$ cat src/rtl/rr_sel_arbiter.sv
// rr_sel_arbiter: 8-way round-robin arbiter producing the registered 3-bit select for a 3-to-8 decoder.
// Optional grant hold timeout is compiled in when RR_SEL_TIMEOUT_EN is defined.
module rr_sel_arbiter #(
  parameter int N_REQ    = 8,
  parameter int IDX_W    = 3,
  parameter int MAX_HOLD = 16
) (
  input  logic             clk,
  input  logic             rst_n,
  input  logic             i_en,
  input  logic [N_REQ-1:0] i_req,
  input  logic             i_release,
  output logic             o_grant_valid,
  output logic [IDX_W-1:0] o_grant_idx,
  output logic             o_busy
);

  localparam logic [0:0] ST_IDLE  = 1'b0;
  localparam logic [0:0] ST_GRANT = 1'b1;

  logic [0:0]       r_state;
  logic [IDX_W-1:0] r_ptr;
  logic [IDX_W-1:0] r_grant_idx;
  logic             r_grant_valid;
  logic             r_busy;
  logic [IDX_W:0]   w_pick;
  logic             w_timeout;
  logic             w_grant_end;

  // Circular first-set search starting at ptr; MSB of the result flags "found".
  // Scanning from the farthest offset down lets the nearest hit win.
  function automatic logic [IDX_W:0] rr_pick(input logic [N_REQ-1:0] req,
                                             input logic [IDX_W-1:0] ptr);
    logic [IDX_W:0]   res;
    logic [IDX_W-1:0] idx;
    res = {(IDX_W+1){1'b0}};
    for (int k = N_REQ - 1; k >= 0; k--) begin
      idx = ptr + IDX_W'(k);
      if (req[idx]) begin
        res = {1'b1, idx};
      end else begin
        res = res;
      end
    end
    return res;
  endfunction

`ifdef RR_SEL_TIMEOUT_EN
  localparam int CNT_W = $clog2(MAX_HOLD);
  logic [CNT_W-1:0] r_hold_cnt;

  // Hold counter: zero on the first GRANT cycle, counts every further GRANT cycle.
  always_ff @(posedge clk or negedge rst_n) begin
    if (!rst_n) begin
      r_hold_cnt <= {CNT_W{1'b0}};
    end else if ((r_state == ST_GRANT) && !w_grant_end) begin
      r_hold_cnt <= r_hold_cnt + CNT_W'(1);
    end else begin
      r_hold_cnt <= {CNT_W{1'b0}};
    end
  end

  assign w_timeout = (r_hold_cnt == CNT_W'(MAX_HOLD - 1));
`else
  assign w_timeout = 1'b0;
`endif

  // Next-grant candidate and grant-end detection.
  always_comb begin
    w_pick = rr_pick(i_req, r_ptr);
    if (r_state == ST_GRANT) begin
      w_grant_end = i_release | ~i_req[r_grant_idx] | w_timeout;
    end else begin
      w_grant_end = 1'b0;
    end
  end

  // Arbiter FSM; any grant end returns to IDLE, forcing one idle cycle between grants.
  always_ff @(posedge clk or negedge rst_n) begin
    if (!rst_n) begin
      r_state       <= ST_IDLE;
      r_ptr         <= {IDX_W{1'b0}};
      r_grant_idx   <= {IDX_W{1'b0}};
      r_grant_valid <= 1'b0;
      r_busy        <= 1'b0;
    end else begin
      case (r_state)
        ST_IDLE: begin
          if (i_en && w_pick[IDX_W]) begin
            r_state       <= ST_GRANT;
            r_grant_idx   <= w_pick[IDX_W-1:0];
            r_grant_valid <= 1'b1;
            r_busy        <= 1'b1;
          end else begin
            r_state       <= ST_IDLE;
            r_grant_valid <= 1'b0;
            r_busy        <= 1'b0;
          end
        end
        ST_GRANT: begin
          if (w_grant_end) begin
            r_state       <= ST_IDLE;
            r_ptr         <= r_grant_idx + IDX_W'(1);
            r_grant_valid <= 1'b0;
            r_busy        <= 1'b0;
          end else begin
            r_state       <= ST_GRANT;
            r_grant_valid <= 1'b1;
            r_busy        <= 1'b1;
          end
        end
        default: begin
          r_state       <= ST_IDLE;
          r_grant_valid <= 1'b0;
          r_busy        <= 1'b0;
        end
      endcase
    end
  end

  assign o_grant_valid = r_grant_valid;
  assign o_grant_idx   = r_grant_idx;
  assign o_busy        = r_busy;

endmodule

$ cat config.mk
export PLATFORM = sky130hd
export DESIGN_NAME = rr_sel_arbiter
export DESIGN_NICKNAME = d
export VERILOG_FILES = /design/src/rtl/rr_sel_arbiter.sv
export SDC_FILE = /design/constraint.sdc
export NUM_CORES = 1
export LEC_CHECK = 0
export CORE_AREA = 10 10 55 57
export DETAILED_ROUTE_END_ITERATION = 10
export DIE_AREA = 0 0 65 67
export DONT_BUFFER_PORTS = 1
export PLACE_DENSITY = 0.9
export SLEW_MARGIN = 0
export SYNTH_ARGS = -nofsm -noshare
export SYNTH_HDL_FRONTEND = slang
export SYNTH_SLANG_ARGS = --single-unit
$ cat constraint.sdc
create_clock -name clk -period 4.8 [get_ports clk]
set_input_delay 0.72 -clock clk [delete_from_list [all_inputs] [get_ports clk]]
set_output_delay 0.72 -clock clk [all_outputs]
set_load 0.05 [all_outputs]
After elaboration in Yosys (flattened, before gate mapping)
Index checks and enable logic that the tools add are counted.
{ "totals": {"elab_cells": 56, "mem_bits_ro": 0, "n_memories": 0, "mem_bits_rw": 0, "register_bits": 7, "latch_bits": 0, "input_bits": 12, "output_inout_bits": 5} }
{ "op_classes": {"multipliers": 0, "n_addsub": 8, "eq_ne": 0, "n_reduce_logical": 3, "n_mux": 30, "n_lt_le_gt_ge": 9, "shift": 0, "bitwise": 3, "div_mod_pow": 0} }
{ "op_table": {"columns": ["op", "n"], "rows": [
  ["$lt A3 B4 Y1 const B", 9],
  ["$mux W4", 8],
  ["$bmux W1 S3", 9],
  ["$add A3 B3 Y3 const B", 4],
  ["$mux W1", 12],
  ["$add A3 B1 Y3 const B", 2],
  ["$add A3 B2 Y3 const B", 2],
  ["$reduce_and A2 Y1", 2],
  ["$not A1 Y1", 2],
  ["$pmux W1 S2", 1],
  ["$logic_and A1 B1 Y1", 1],
  ["$or A1 B1 Y1", 1]
]} }

Depth between registers and ports, before layout
{ "depth": {"ltp_word": 14, "depth_mapped": 11, "depth_no_buf": 8} }

Worst setup path before layout
No wires, ideal clock.
{ "synth_path": {"path_kind": "register -> register", "startpoint": "reg r_ptr[1]", "endpoint": "reg r_grant_idx[2], in the netlist o_grant_idx[2]", "setup_slack_ps": 1857, "period_less_slack_ps": 2943, "required_ps": 4696, "path_stages_with_launch": 11, "setup_ps": 104, "arrival_time_ps": 2839, "path_cell_list": "dfrtp_1 buf_6 buf_2 inv_1 ha_1 clkbuf_1 mux4_2 nor4_1 a21oi_1 nor3b_1 a221oi_1"} }
{ "synth_between": {"elab_chain_cells": 13, "elab_cells_between_ends": 33} }
{ "synth_lines": {"columns": ["element", "line", "source"], "rows": [
  ["start: declaration", "22", "logic [IDX_W-1:0] r_ptr;"],
  ["start signal: assignment", "82", "r_ptr <= {IDX_W{1'b0}};"],
  ["start signal: assignment", "103", "r_ptr <= r_grant_idx + IDX_W'(1);"],
  ["$add A3 B3 Y3", "38", "idx = ptr + IDX_W'(k);"],
  ["$bmux W1 S3", "39", "if (req[idx]) begin"],
  ["$mux W1 (implied by the code)", "39", null],
  ["$mux W4 (7 in series)", "39", null],
  ["$mux W4 (*)", "39", null],
  ["$logic_and A1 B1 Y1", "89", "if (i_en && w_pick[IDX_W]) begin"],
  ["$reduce_and A2 Y1 (no line)", null, null],
  ["end signal: assignment", "83", "r_grant_idx <= {IDX_W{1'b0}};"],
  ["end signal: assignment", "91", "r_grant_idx <= w_pick[IDX_W-1:0];"],
  ["end: declaration", "23", "logic [IDX_W-1:0] r_grant_idx;"]
]} }
Every way passes the cells marked *; elsewhere a longest branch is shown, timed or not. The select of a mux whose other input is x is not followed.
A chain may end at the register's enable or synchronous reset.

Final worst setup path
Same ends and word-level chain as after synthesis.

==> out/results.ini <==
[status]
status=finished, final reports clean

[floorplanning]
start_util_pct=66.9
die_x_um=65
num_rows=16
die_height_um=67
core_area_mm2=0.00194
io_pins=17
die-area_mm2=0.00436

[synth]
synth_area_mm2=0.00130
synth-edff-count=0
synth-warning-count=0
synthCells=133
syn_area_per_cell_um2=9.77
synth_ff_type=dfrtp_1
seq_area_frac_synth_pct=13.5
syn_nets=148
synth-seq-cells=7
async_reset_ff_share_pct=100
synth_cell_types=44

[sta]
fin_crit_ns=3.43
max_freq_ghz=0.292
setup_viol=0
finClkSkew_ns=0.00566
hold_viol=0
tns_ns=0
period_share_pct=71.4
fin_hold_ws_ns=0.159
rsz0062_at_grt=false
slew_headroom_pct=36.3
drv_slew=0
tightest_slew_ns=0.955

[critical_path]
worstSetupPathType=reg2reg
start_kind=flip-flop
arrival_ns=3.58
cp_max_fo=22
critPathCaptureType=flip-flop
cp.required_ns=4.95

[finish]
fin_cells=155
layout_commonest_cell=mux2i_1
n_antenna_cell=0
area_growth_pct=0.771
final_area_mm2=0.00131
final_cell_mix=15 x mux2i_1, 13 x mux4_2, 9 x nor2_1, 9 x a21oi_1, 7 x dfrtp_1
drive_above_1_share_pct=21.9
nNetsFinal=144

[route]
postRouteAntennaNets=0
drc=0
drtIter0Drc=57
vias=1140
drt_wl_total_um=3210
first_pass_iters=4
wl_per_cell_um=20.7
viasPerCell=7.35

[global_route]
track_usage_pct=14.7
grt_pass1_wl_um=5200
overflow=0
grt_max_degree=23
grt_pass1_vias=1041
antenna_found_initial=0

[cts]
clk_latency_ns=0.25
cts_buffers=3
cts_hold_buf=0
cts_buffer_depth=2
cts_sinks=7
clkTransAtPathRegs_ns=0.05
tritoncts=built
postCtsSetupBuffers=0
htree_levels=1
cts_resized=0
cts.root.buffer_cell=clkbuf_4

[flow_run]
cap_violations=0

[place]
dpl_cell_area_mm2=0.00128
dp_hpwl_um=2390
port_buffers=0
routabilityCongestion=0.943
dp_cells=151

[hold_path]
hold_path.class=in2async

-- final cells by class --
cell class                      count  area (µm²)
Clock buffer                        4        26.3
Fill cell                         151         633
Sequential cell                     7         175
Tap cell                           27        33.8
Inverter                            5        18.8
Multi-Input combinational cell    112        1050
-- cells in the mapped netlist, types with 2 or more instances --
master | count | share of area (%)
o21ai_0 | 4 | 1.5
dfrtp_1 | 7 | 13
o221ai_1 | 3 | 2.0
mux2_2 | 6 | 5.2
a21oi_1 | 9 | 3.5
buf_2 | 4 | 1.5
a21o_1 | 3 | 1.7
nand3_1 | 2 | 0.77
mux4_2 | 13 | 23
mux2_4 | 3 | 3.5
nor3_1 | 3 | 1.2
clkbuf_1 | 3 | 0.87
o211ai_1 | 3 | 1.7
ha_1 | 3 | 2.9
and2_1 | 2 | 0.96
nor4_1 | 3 | 1.4
inv_1 | 4 | 1.2
a221oi_1 | 2 | 1.3
nor2_1 | 9 | 2.6
nor3b_1 | 2 | 1.2
mux2i_1 | 15 | 12
nand2_1 | 5 | 1.4
xor2_1 | 2 | 1.3
nand2b_1 | 3 | 1.4
-- critical path: stages, from the launching register on --
cell      delay [ns]
dfrtp_1         0.95
inv_1           0.24
ha_1            0.57
mux4_2          0.44
nor4_1          0.37
a21oi_1         0.26
nor3b_1         0.22
a221oi_1        0.28
-- sequential cells by signal, summed over array words and instances (netlist names) --
name and flops:
o_busy 1, r_ptr 3, o_grant_idx 3
-- logic make-up (layout without fill, tap and decap cells) --
logic type	count (synthesis)	after routing	synth area share, %
xor gates and xnor gates	4	4	3.28
buffers and inverters	14	9	5.30
muxes	37	37	42.8
DFF	7	7	13.5
and+or+nand+nor	34	34	13.7
AOI/OAI and AO/OA	34	34	18.6
adders and majority gates	3	3	2.89
-- path summary, 6_finish.rpt --
check | startpoint | endpoint | slack (ns) | cells past startpoint
max in group asynchronous | rst_n | r_ptr[1]$_DFFE_PN0P_ | 4.57 | 0
min | rst_n | o_busy$_DFF_PN0_ | 0.16 | 0
min reg2reg | o_grant_idx[1]$_DFFE_PN0P_ | o_grant_idx[1]$_DFFE_PN0P_ | 0.92 | 2
max reg2reg | r_ptr[1]$_DFFE_PN0P_ | o_grant_idx[2]$_DFFE_PN0P_ | 1.37 | 7
min in group clk | i_release | o_busy$_DFF_PN0_ | 0.71 | 2
max | r_ptr[1]$_DFFE_PN0P_ | o_grant_idx[2]$_DFFE_PN0P_ | 1.37 | 7
-- layer usage --
layer  track usage, %  routed length [µm]
met3             5.18                 279
met1             18.7                1350
met2             24.3                1560
met5                0                   0
met4             1.34                  25
-- per-stage QoR --
step           utilization (%)  worst slack [ns]
2_1_floorplan                -              1.86
3_3_place_gp              66.0              1.53
3_5_place_dp              66.0              1.40
4_1_cts                   67.4              1.40
5_1_grt                   67.4              1.12
6_report                  67.4              1.37
Power is left out: the tool's default activity adds up to more than one toggle a clock period on the data nets, which glitch-free logic cannot reach.
